<file path="src/rtl/if_fetch_ctrl.sv">
// ---------------------------------------------------------------------------------------------
// if_fetch_ctrl
//
// Instruction-fetch controller sitting between the PC register and the instruction memory
// port. It samples the current PC, runs a req/ack read on the instruction memory and keeps
// the returned word in a one-entry IF/ID buffer until decode takes it. It also drives the
// PC register's stall input, so the PC only moves when an instruction is consumed or the
// pipeline is redirected.
//
// Ports
//   clk          in   clock, rising-edge
//   rst          in   asynchronous, active-high reset
//   pc_in        in   current PC from the PC register
//   fetch_en     in   permits a new fetch to be issued from idle
//   flush        in   redirect: drop in-flight and held instruction
//   imem_req     out  read request (registered, held until ack)
//   imem_addr    out  read address (registered, stable while requesting)
//   imem_ack     in   read completion, imem_rdata valid in the same cycle
//   imem_rdata   in   instruction word
//   id_ready     in   decode accepts the held instruction this cycle
//   id_valid     out  held instruction valid (registered)
//   id_instr     out  held instruction (registered)
//   id_pc        out  address of the held instruction (registered)
//   pc_stall     out  stall input of the PC register (combinational)
//
// Optional feature, enabled by defining IF_FETCH_PERF_EN:
//   perf_fetch_cnt  out  instructions accepted by decode (wraps at 2^32)
//   perf_wait_cnt   out  cycles with a request outstanding and no ack (wraps at 2^32)
// With the macro undefined these ports and counters do not exist.
// ---------------------------------------------------------------------------------------------

module if_fetch_ctrl #(
    parameter int unsigned ADDR_W = 32,
    parameter int unsigned DATA_W = 32
) (
    input  logic              clk,
    input  logic              rst,
    input  logic [ADDR_W-1:0] pc_in,
    input  logic              fetch_en,
    input  logic              flush,
    output logic              imem_req,
    output logic [ADDR_W-1:0] imem_addr,
    input  logic              imem_ack,
    input  logic [DATA_W-1:0] imem_rdata,
    input  logic              id_ready,
    output logic              id_valid,
    output logic [DATA_W-1:0] id_instr,
    output logic [ADDR_W-1:0] id_pc,
    output logic              pc_stall
`ifdef IF_FETCH_PERF_EN
    ,
    output logic [31:0]       perf_fetch_cnt,
    output logic [31:0]       perf_wait_cnt
`endif
);

    // StDrop: a request was flushed while still outstanding. The memory cannot have the
    // request withdrawn, so we keep imem_req up until the ack arrives and throw the data away.
    typedef enum logic [1:0] {
        StIdle,
        StReq,
        StHold,
        StDrop
    } state_e;

    state_e              state_q, state_d;
    logic                req_q, req_d;
    logic [ADDR_W-1:0]   addr_q, addr_d;
    logic                valid_q, valid_d;
    logic [DATA_W-1:0]   instr_q, instr_d;
    logic [ADDR_W-1:0]   pc_q, pc_d;

    // -----------------------------------------------------------------------------------------
    // Next-state logic
    // -----------------------------------------------------------------------------------------
    always_comb begin
        state_d = state_q;
        req_d   = req_q;
        addr_d  = addr_q;
        valid_d = valid_q;
        instr_d = instr_q;
        pc_d    = pc_q;

        case (state_q)
            StIdle: begin
                if (fetch_en && !flush) begin
                    req_d   = 1'b1;
                    addr_d  = pc_in;
                    state_d = StReq;
                end
            end

            StReq: begin
                if (imem_ack) begin
                    req_d = 1'b0;
                    if (flush) begin
                        // Redirect wins over the returning word.
                        state_d = StIdle;
                    end else begin
                        instr_d = imem_rdata;
                        pc_d    = addr_q;
                        valid_d = 1'b1;
                        state_d = StHold;
                    end
                end else if (flush) begin
                    state_d = StDrop;
                end
            end

            StDrop: begin
                // Further flushes carry no extra meaning here; only the ack matters.
                if (imem_ack) begin
                    req_d   = 1'b0;
                    state_d = StIdle;
                end
            end

            StHold: begin
                // Either consumption or a redirect empties the buffer. id_instr/id_pc keep
                // their stale contents; only the valid bit clears.
                if (flush || id_ready) begin
                    valid_d = 1'b0;
                    state_d = StIdle;
                end
            end

            default: begin
                state_d = StIdle;
                req_d   = 1'b0;
                valid_d = 1'b0;
            end
        endcase
    end

    // The PC register loads a new value exactly when the held instruction is taken or on a
    // redirect (in which case it loads the redirect target).
    always_comb begin
        pc_stall = !(((state_q == StHold) && id_ready) || flush);
    end

    // -----------------------------------------------------------------------------------------
    // State registers
    // -----------------------------------------------------------------------------------------
    always_ff @(posedge clk or posedge rst) begin
        if (rst) begin
            state_q <= StIdle;
            req_q   <= 1'b0;
            addr_q  <= '0;
            valid_q <= 1'b0;
            instr_q <= '0;
            pc_q    <= '0;
        end else begin
            state_q <= state_d;
            req_q   <= req_d;
            addr_q  <= addr_d;
            valid_q <= valid_d;
            instr_q <= instr_d;
            pc_q    <= pc_d;
        end
    end

    assign imem_req  = req_q;
    assign imem_addr = addr_q;
    assign id_valid  = valid_q;
    assign id_instr  = instr_q;
    assign id_pc     = pc_q;

`ifdef IF_FETCH_PERF_EN
    // -----------------------------------------------------------------------------------------
    // Performance counters
    // -----------------------------------------------------------------------------------------
    logic [31:0] fetch_cnt_q, fetch_cnt_d;
    logic [31:0] wait_cnt_q, wait_cnt_d;

    always_comb begin
        fetch_cnt_d = fetch_cnt_q;
        wait_cnt_d  = wait_cnt_q;
        // Only a genuine consumption counts; a flushed instruction was never delivered.
        if ((state_q == StHold) && id_ready && !flush) begin
            fetch_cnt_d = fetch_cnt_q + 32'd1;
        end
        // Counts wait cycles of dropped requests too, since the memory is still busy.
        if (req_q && !imem_ack) begin
            wait_cnt_d = wait_cnt_q + 32'd1;
        end
    end

    always_ff @(posedge clk or posedge rst) begin
        if (rst) begin
            fetch_cnt_q <= '0;
            wait_cnt_q  <= '0;
        end else begin
            fetch_cnt_q <= fetch_cnt_d;
            wait_cnt_q  <= wait_cnt_d;
        end
    end

    assign perf_fetch_cnt = fetch_cnt_q;
    assign perf_wait_cnt  = wait_cnt_q;
`endif

endmodule

</file>
<file path="config.mk">
export PLATFORM = sky130hd
export DESIGN_NAME = if_fetch_ctrl
export DESIGN_NICKNAME = d
export VERILOG_FILES = /design/src/rtl/if_fetch_ctrl.sv
export SDC_FILE = /design/constraint.sdc
export NUM_CORES = 1
export LEC_CHECK = 0
export CAP_MARGIN = 40
export CORE_MARGIN = 2
export CORE_UTILIZATION = 35
export DETAILED_ROUTE_END_ITERATION = 8
export GPL_ROUTABILITY_DRIVEN = 0
export HOLD_SLACK_MARGIN = 0.03
export PLACE_DENSITY_LB_ADDON = 0.08
export SKIP_LAST_GASP = 1
export SLEW_MARGIN = 20
export SYNTH_ARGS = -nofsm -noshare
export SYNTH_HDL_FRONTEND = slang
export SYNTH_SLANG_ARGS = --single-unit
</file>
<file path="constraint.sdc">
create_clock -name clk -period 10.4 [get_ports clk]
set_input_delay 2.08 -clock clk [delete_from_list [all_inputs] [get_ports clk]]
set_output_delay 2.08 -clock clk [all_outputs]
set_load 0.005 [all_outputs]
</file>
==> Yosys cells after proc, flatten, opt, wreduce, memory -nomap -nowiden <==
Index checks and enable logic that the tools add are counted.
{ "totals": {"output_inout_bits": 99, "inputBits": 70, "register_bits": 100, "wordCells": 46} }
{ "op_classes": {"eq_ne": 10, "n_mux": 14, "n_reduce_logical": 15, "bitwise_logic": 1} }
{ "op_table": {"columns": ["operator", "count"], "rows": [
  ["$mux W2", 6],
  ["$ne A2 B2 Y1 const B", 5],
  ["$pmux W2 S4", 1],
  ["$reduce_and A4 Y1", 2],
  ["$reduce_and A3 Y1", 2],
  ["$mux W1", 5],
  ["$eq A2 B2 Y1 const B", 2],
  ["$pmux W1 S2", 2],
  ["$reduce_bool A2 Y1", 2],
  ["$ne A3 B3 Y1 const B", 1],
  ["$eq A2 B1 Y1 const B", 1],
  ["$logic_and A1 B1 Y1", 2],
  ["$logic_not A1 Y1", 2],
  ["$logic_not A2 Y1", 1],
  ["$logic_or A1 B1 Y1", 2],
  ["$ne A2 B1 Y1 const B", 1],
  ["$reduce_and A2 Y1", 1],
  ["$reduce_or A2 Y1", 1],
  ["$not A1 Y1", 1]
]} }

==> Depth between registers and ports, before layout <==
Gate-level depths: netlist of the first run.
{ "depth": {"word_depth": 4, "depth_mapped": 5, "depth_no_buf": 3} }

==> Worst setup path before layout of the first run <==
Ideal clock, no wire load.
{ "synth_path": {"path_kind": "input to output", "startpoint": "input id_ready", "endpoint": "output pc_stall", "required_time_ps": 8320, "arrival_time_ps": 2250, "cell_stages": 1, "slack_ps": 6070, "n_path_buf": 0, "path_cell_list": "a31oi_1"} }
{ "synth_between": {"elab_chain_cells": 3} }
{ "synth_rtl": {"columns": ["item", "line", "source"], "rows": [
  ["start: declaration", "45", "input logic id_ready,"],
  ["$logic_and A1 B1 Y1", "138", "pc_stall = !(((state_q == StHold) && id_ready) || flush);"],
  ["$logic_or A1 B1 Y1", "138", null],
  ["$logic_not A1 Y1", "138", null],
  ["end: declaration", "49", "output logic pc_stall"]
]} }
Every way passes these cells.

==> Worst setup path in the final report of the first run <==
{ "layout_path": {"startpoint": "input flush", "endpoint": "output pc_stall"} }
{ "layout_between": {"elab_chain_cells": 2} }
{ "layout_rtl": {"columns": ["item", "line", "source"], "rows": [
  ["start: declaration", "40", "input logic flush,"],
  ["$logic_or A1 B1 Y1", "138", null],
  ["$logic_not A1 Y1", "138", null]
]} }
Every way passes these cells.

==> results of run 1 <==
[metal layers]
metal  vias up  part of all wire, %
met3         9                   10
met2       110                   45
met5         -                    0
li1       1126                    -
met4         0                  1.0
met1      1235                   43
[worst max-delay path by stage]
stage | from | to | slack, ps | depth (start not counted)
2_1_floorplan | rst | id_instr[0] | 5700 | 1
3_3_place_gp | flush | pc_stall | 4990 | 3
3_5_place_dp | flush | pc_stall | 4980 | 3
4_1_cts | flush | pc_stall | 4970 | 3
5_1_grt | flush | pc_stall | 4940 | 3
6_report | flush | pc_stall | 4990 | 3
[worst max-delay path, cell delays in order]
cell and delay [ps]:
clkdlybuf4s50_1 520, a31oi_1 190, clkdlybuf4s50_1 540
[power groups by stage]
stage	Combinational, mW	Sequential (mW)	Clock (mW)
global route	0.646	0.668	0.291
detailed placement	0.609	0.651	0
global placement	0.607	0.644	0
CTS	0.612	0.647	0.273
floorplan	0.207	0.657	0
finish	0.600	0.643	0.263
[cells by family (layout without fill, tap and decap cells)]
logic type / count (synthesis) / in the layout / share of synthesized area, %
AND/OR/NAND/NOR: 5 / 5 / 1.27
flip-flops: 100 / 100 / 63.5
AO/OA/AOI/OAI: 7 / 7 / 1.30
multiplexers: 96 / 96 / 31.1
buffers and inverters: 13 / 190 / 2.83
[cell type report]
class / count / area, µm² / share of cell area, %
Timing Repair Buffer: 172 / 1730 / 29.1
Inverter: 3 / 13.8 / 0.231
Multi-Input combinational cell: 108 / 1330 / 22.3
Sequential cell: 100 / 2500 / 42.0
Clock inverter: 4 / 75.1 / 1.26
Tap cell: 140 / 175 / 2.94
Clock buffer: 11 / 131 / 2.20
[cells in the mapped netlist (all sizes together)]
cell type and instances:
nand2 1, mux2 96, a31oi 2, o211ai 1, inv 3, nor4b 1
a211o 1, a21boi 2, and4bb 1, buf 10, or2 1, nor2 1
a21o 1, dfrtp 100
[cells in the final DEF, fill, tap and decap left out, types with 2 or more instances in the layout]
cell type        netlist  layout
a31oi_1                2       2
mux2_1                 2       2
mux2_4                38      38
dfrtp_1              100     100
clkbuf_1               0       2
clkdlybuf4s50_1        0     168
mux2_2                56      56
clkinvlp_4             0       2
clkbuf_8               0       9
a21boi_0               2       2
buf_4                  0       3
inv_1                  3       2
bufinv_16              0       2
[state kept, by name (all words and copies together) (netlist names)]
register / flops
id_pc: 32
imem_req: 1
id_instr: 32
id_valid: 1
state_q: 2
imem_addr: 32
[stage by stage]
step	setup slack, ps	utilization, %
6_report	4990	54.7
5_1_grt	4940	54.7
4_1_cts	4970	54.7
3_5_place_dp	4980	52.8
3_3_place_gp	4990	52.6
2_1_floorplan	5700	-
==> reports/qor.yml, run 1 <==
clock_tree:
  cts_max_path_buffers: 2
  ctsHoldBuffers: 0
  cts_sinks: 100
  htree_levels: 3
  clk_latency_ps: 350
  root_buffer: "clkbuf_8"
  postCtsSetupBuffers: 0
  cts_tree: "yes"
  cts_inserted_buffers: 9
  clk_pin_slew_ps: 80
  cts_resized: 0
timing:
  rsz0062_at_grt: "no"
  tightest_slew_ps: 743
  finalHoldViolCount: 0
  fin_crit_sh_pct: 52.0
  layout_min_cycle_time_ps: 5410
  skew_ps: 15.0
  tns_ps: 0
  final-max-slew-violation-count: 0
  hold_ws_ps: 511
  fmax_ghz: 0.185
  relSlewSlack_pct: 50.3
  setup_viol: 0
die:
  die-width_um: 110
  coreArea_um2: 10900
  rows: 38
  die_y_um: 110
  die_area_um2: 12100
  start_util_pct: 36.2
  io_pins: 169
final_layout:
  fillCellCount: 948
  n_antenna_cell: 0
  layout.cells.non_filler: 538
  final_nets: 464
  design_area_um2: 5960
  drive_above_1_share_pct: 28.9
  area_delta_synth_final_pct: 51.3
run:
  cap_violations: 0
min_path:
  min_to: "id_pc[0]"
  hold_start: "id_pc[0]"
  min_path_cells: 1
  hp-class: "reg2reg"
critical_path:
  worstPathArrival_ps: 3330
  cp-start-kind: "input port"
  ff2ff_setup_slack_ps: 8230
  critical_path_class: "in2out"
  worst_r2r_endpoint: "id_instr[22]"
  rr_startpoint: "state_q[1]"
  cp_max_fo: 5
  endpoint_kind: "primary output"
  cp_data_required_time_ps: 8320
  r2r_cells: 4
grt:
  grt_pass1_vias: 2616
  track_usage_pct: 15.0
  grt_util_met2_pct: 23.0
  grt_max_degree: 54
  use_met1_pct: 19.3
  antenna_found_initial: 0
  grt_overflow: 0
  grt_pass1_wl_um: 13700
  grt.met3_usage_pct: 5.70
  busiest_layer: "met2"
synth:
  synth_top_area_cell: "dfrtp_1"
  synth_nets: 291
  avgSynthCellArea_um2: 17.8
  synth_cell_types: 17
  yosysSeqAreaShare_pct: 63.5
  syn_area_um2: 3940
  synth_top_area_share_pct: 63.5
  synth_area_leaders: "dfrtp_1 (64%), mux2_2 (16%), mux2_4 (14%)"
  synth_cells: 221
  yosys_register_bits: 100
  yosys_warnings: 0
detailed_routing:
  vias: 2480
  routed_wl_um: 8890
  first_iter_violations: 44
  drcViolationCount: 0
  wire_per_inst_um: 16.5
  drtPass1Iterations: 4
  antenna_left: 0
  viasPerCell: 4.61
placed_design:
  placed_area_um2: 5750
  portBuffers: 168
  dp_hpwl_um: 6330
  place_inst: 523
power:
  power.density_nw_per_um2: 253
  switching_share_pct: 24.9
  comb_power_share_pct: 39.8
  ir_worst_vdd_uv: 103
  p_leak_nw: 2.51
  switchingPower_mw: 0.375
  clockPowerShare_pct: 17.5
  p_int_mw: 1.13
  seqPwrFrac_pct: 42.7
  finalPower_mw: 1.51
run_status:
  status: "completed"
Note: power is estimated with default switching activity, not from simulation.
==> run 2, diff against run 1 <==
clock period = 4.9 ns   (was 10.4 ns; I/O delays follow)
==> reports/qor.yml, run 2 (synthesis results as in run 1) <==
run_status:
  status: "completed"
timing:
  fin_crit_sh_pct: 65.7
  tns_ps: 0
  setup_viol: 0
  finalHoldViolCount: 0
  relSlewSlack_pct: 72.5
  hold_ws_ps: 509
  rsz0062_at_grt: "no"
  tightest_slew_ps: 412
  final-max-slew-violation-count: 0
  fmax_ghz: 0.311
  layout_min_cycle_time_ps: 3220
  skew_ps: 5.97
grt:
  antenna_found_initial: 0
  grt_overflow: 0
  grt_pass1_wl_um: 13800
  track_usage_pct: 15.2
  grt_pass1_vias: 2650
  grt_max_degree: 55
critical_path:
  cp_data_required_time_ps: 3920
  worstPathArrival_ps: 2240
  critical_path_class: "in2out"
  endpoint_kind: "primary output"
  cp_max_fo: 5
  cp-start-kind: "input port"
final_layout:
  final_cell_mix: "clkdlybuf4s50_1 (168), dfrtp_1 (100), mux2_2 (56)"
  n_antenna_cell: 0
  final_common_cell: "clkdlybuf4s50_1"
  multi_input_area_um2: 1330
  final_nets: 467
  fillCellCount: 938
  area.sequential_um2: 2500
  drive_above_1_share_pct: 29.6
  area_delta_synth_final_pct: 51.2
die:
  die_y_um: 110
  die-width_um: 110
  die_area_um2: 12100
  coreArea_um2: 10900
  start_util_pct: 36.2
  io_pins: 169
  rows: 38
clock_tree:
  cts_max_path_buffers: 2
  htree_levels: 3
  clk_latency_ps: 360
  cts_tree: "yes"
  cts_sinks: 100
  ctsHoldBuffers: 0
  clk_pin_slew_ps: 90
  cts_inserted_buffers: 9
  postCtsSetupBuffers: 0
  root_buffer: "clkbuf_8"
  cts_resized: 0
detailed_routing:
  viasPerCell: 4.58
  top_layer_used: "met4"
  drtPass1Iterations: 3
  drcViolationCount: 0
  routed_wl_um: 8930
  vias: 2481
  wl_met1_um: 3870
  met3_length_um: 862
  dr_wl_met2_um: 4060
  first_iter_violations: 88
  wire_per_inst_um: 16.5
  antenna_left: 0
run:
  cap_violations: 0
power:
  switching_share_pct: 25.9
  p_int_mw: 2.32
  clockPowerShare_pct: 15.3
  seqPwrFrac_pct: 43.9
  ir_worst_vdd_uv: 236
  power.density_nw_per_um2: 525
  p_leak_nw: 2.51
  comb_power_share_pct: 40.8
  switchingPower_mw: 0.810
min_path:
  hp-class: "reg2reg"
placed_design:
  portBuffers: 168
  dp_hpwl_um: 6400
-- run 2: cell types whose count changed in the layout (fill, tap and decap cells not counted) --
cell       change
buf_12         +1
bufinv_16      -2
clkbuf_8       +1
clkinv_2       +2
buf_4          +2
-- run 2: worst paths after layout --
kind | end | cells past startpoint | start | slack, ps
min in group asynchronous | id_instr[3] | 2 | rst | 980
setup / recovery | pc_stall | 3 | flush | 1680
hold / removal | id_pc[10] | 1 | id_pc[10] | 510
max in group asynchronous | id_pc[7] | 3 | rst | 3310
hold reg to reg | id_pc[10] | 1 | id_pc[10] | 510
setup reg to reg | id_pc[25] | 4 | state_q[1] | 2860
-- run 2: layout make-up --
cell class / count / share of cell area, %
clock buffer: 12 / 2.44
tap: 140 / 2.94
timing repair buffer: 175 / 29.7
inverter: 3 / 0.231
clock inverter: 4 / 0.420
sequential: 100 / 42.0
multi-input combinational: 108 / 22.3
-- run 2: layer usage --
metal  track usage, %  vias to the layer above
met3             6.58                       10
met5                0                        -
met4             5.70                        0
met1             18.4                     1237
met2             24.0                      107
li1                 -                     1127
-- run 2: critical path, cell delays in order --
cell and delay, ps:
clkdlybuf4s50_1 520, a31oi_1 190, clkdlybuf4s50_1 550
-- run 2: power groups by stage --
stage	Clock, mW	Combinational (mW)	Sequential, mW
global placement	0	1.28	1.38
CTS	0.505	1.30	1.38
global route	0.539	1.37	1.42
detailed placement	0	1.29	1.39
finish	0.477	1.28	1.37
floorplan	0	0.439	1.39
-- run 2: metrics by stage --
step | util [%] | total power, mW | area [µm²] | setup WS [ps] | std cells
global placement | 52.7 | 2.66 | 5740 | 1560 | 524
finish | 54.7 | 3.13 | 5960 | 1680 | 542
floorplan | - | 1.83 | 3940 | 1300 | 221
detailed placement | 53.1 | 2.68 | 5790 | 1690 | 526
CTS | 54.7 | 3.18 | 5960 | 1670 | 542
global route | 54.7 | 3.33 | 5960 | 1620 | 542
==> run 3, diff against run 2 <==
clock period = 3.3 ns   (was 4.9 ns; I/O delays follow)
==> reports/qor.yml, run 3 (synthesis results as in run 1) <==
run_status:
  status: "completed"
critical_path:
  crit_chain: "clkdlybuf4s50_1 -> a31oi_1 -> clkdlybuf4s50_1"
  cp_max_fo: 5
  crit_path_frequent_cell: "clkdlybuf4s50_1"
  worstPathArrival_ps: 1920
  cp_data_required_time_ps: 2640
  cp-start-kind: "input port"
  critical_path_class: "in2out"
  critPathSlowestCell: "clkdlybuf4s50_1"
  endpoint_kind: "primary output"
  max_stage_delay_ps: 540
die:
  coreArea_um2: 10900
  start_util_pct: 36.2
  die_y_um: 110
  die-width_um: 110
  rows: 38
  io_pins: 169
  die_area_um2: 12100
power:
  p_leak_nw: 2.51
  clockPowerShare_pct: 16.4
  power.density_nw_per_um2: 790
  p_int_mw: 3.51
  switchingPower_mw: 1.20
  switching_share_pct: 25.4
  ir_worst_vdd_uv: 322
  seqPwrFrac_pct: 43.2
  comb_power_share_pct: 40.4
final_layout:
  area_delta_synth_final_pct: 51.2
  design_area_um2: 5960
  fillCellCount: 938
  final_cell_mix: "clkdlybuf4s50_1 (168), dfrtp_1 (100), mux2_2 (56)"
  n_antenna_cell: 0
  drive_above_1_share_pct: 29.3
  final_nets: 465
  final_common_cell: "clkdlybuf4s50_1"
  final_util_pct: 54.7
timing:
  fmax_ghz: 0.387
  layout_min_cycle_time_ps: 2580
  setup_viol: 0
  relSlewSlack_pct: 72.0
  finalHoldViolCount: 0
  tightest_slew_ps: 419
  fin_ws_ps: 716
  tns_ps: 0
  rsz0062_at_grt: "no"
  final-max-slew-violation-count: 0
  fin_crit_sh_pct: 78.3
  skew_ps: 8.15
grt:
  track_usage_pct: 14.9
  grt_max_degree: 79
  grt_overflow: 0
  grt_pass1_wl_um: 13700
  grt_pass1_vias: 2668
  antenna_found_initial: 1
clock_tree:
  cts_tree: "yes"
  cts_inserted_buffers: 9
  clk_latency_ps: 360
  root_buffer: "clkbuf_8"
  clk_pin_slew_ps: 90
  cts_max_path_buffers: 2
  postCtsSetupBuffers: 0
  htree_levels: 3
  cts_sinks: 100
  cts_resized: 0
  ctsHoldBuffers: 0
placed_design:
  portBuffers: 168
  place_worst_setup_slack_ps: 612
  dp_hpwl_um: 6260
  placed_area_um2: 5760
detailed_routing:
  viasPerCell: 4.65
  wire_per_inst_um: 16.8
  drtPass1Iterations: 4
  vias: 2504
  first_iter_violations: 87
  routed_wl_um: 9030
  drcViolationCount: 0
  antenna_left: 0
min_path:
  hp-class: "reg2reg"
run:
  cap_violations: 0
run 3: final timing paths:
check                                 from          end  slack (ps)  cells after the start
worst max-delay path                 flush     pc_stall         720                      3
worst min-delay path             id_pc[10]    id_pc[10]         510                      1
worst max register to register  state_q[1]     id_pc[4]        1450                      3
worst min register to register   id_pc[10]    id_pc[10]         510                      1
max in group asynchronous              rst     id_pc[2]        1990                      3
min in group asynchronous              rst  id_instr[1]         610                      2
run 3: worst max-delay path: cells and delay by family:
family	cells	cell delay, ps
buffers and inverters	2	1060
AOI/OAI and AO/OA	1	200
run 3: through the flow:
stage	std cells	hold WS, ps	total power [mW]
2_1_floorplan	221	500	2.72
3_3_place_gp	524	490	3.95
3_5_place_dp	524	493	3.98
4_1_cts	539	517	4.78
5_1_grt	539	530	5.01
6_report	539	510	4.71
run 3: final cells by class:
type / instances / area, µm² / share of cell area, %
clock buffer: 11 / 141 / 2.37
timing repair buffer: 173 / 1740 / 29.3
sequential: 100 / 2500 / 42.0
inverter: 3 / 13.8 / 0.231
multi-input combinational: 108 / 1330 / 22.3
clock inverter: 4 / 50.0 / 0.840
tap: 140 / 175 / 2.94
run 3: power by group through the flow:
stage | registers (mW) | logic, mW | clock network, mW
final | 2.03 | 1.90 | 0.774
after global routing | 2.11 | 2.04 | 0.855
after CTS | 2.04 | 1.94 | 0.807
after detailed placement | 2.06 | 1.92 | 0
after global placement | 2.04 | 1.91 | 0
after floorplan | 2.07 | 0.652 | 0
run 3: routing by layer:
| layer | vias to the layer above | share of wire (%) | track usage [%] | routed length (µm) |
|---|---|---|---|---|
| li1 | 1120 | - | - | - |
| met1 | 1260 | 41 | 18.1 | 3690 |
| met2 | 109 | 47 | 23.9 | 4220 |
| met3 | 13 | 11 | 6.06 | 961 |
| met4 | 2 | 1.6 | 5.61 | 146 |
| met5 | - | 0.12 | 0 | 11 |
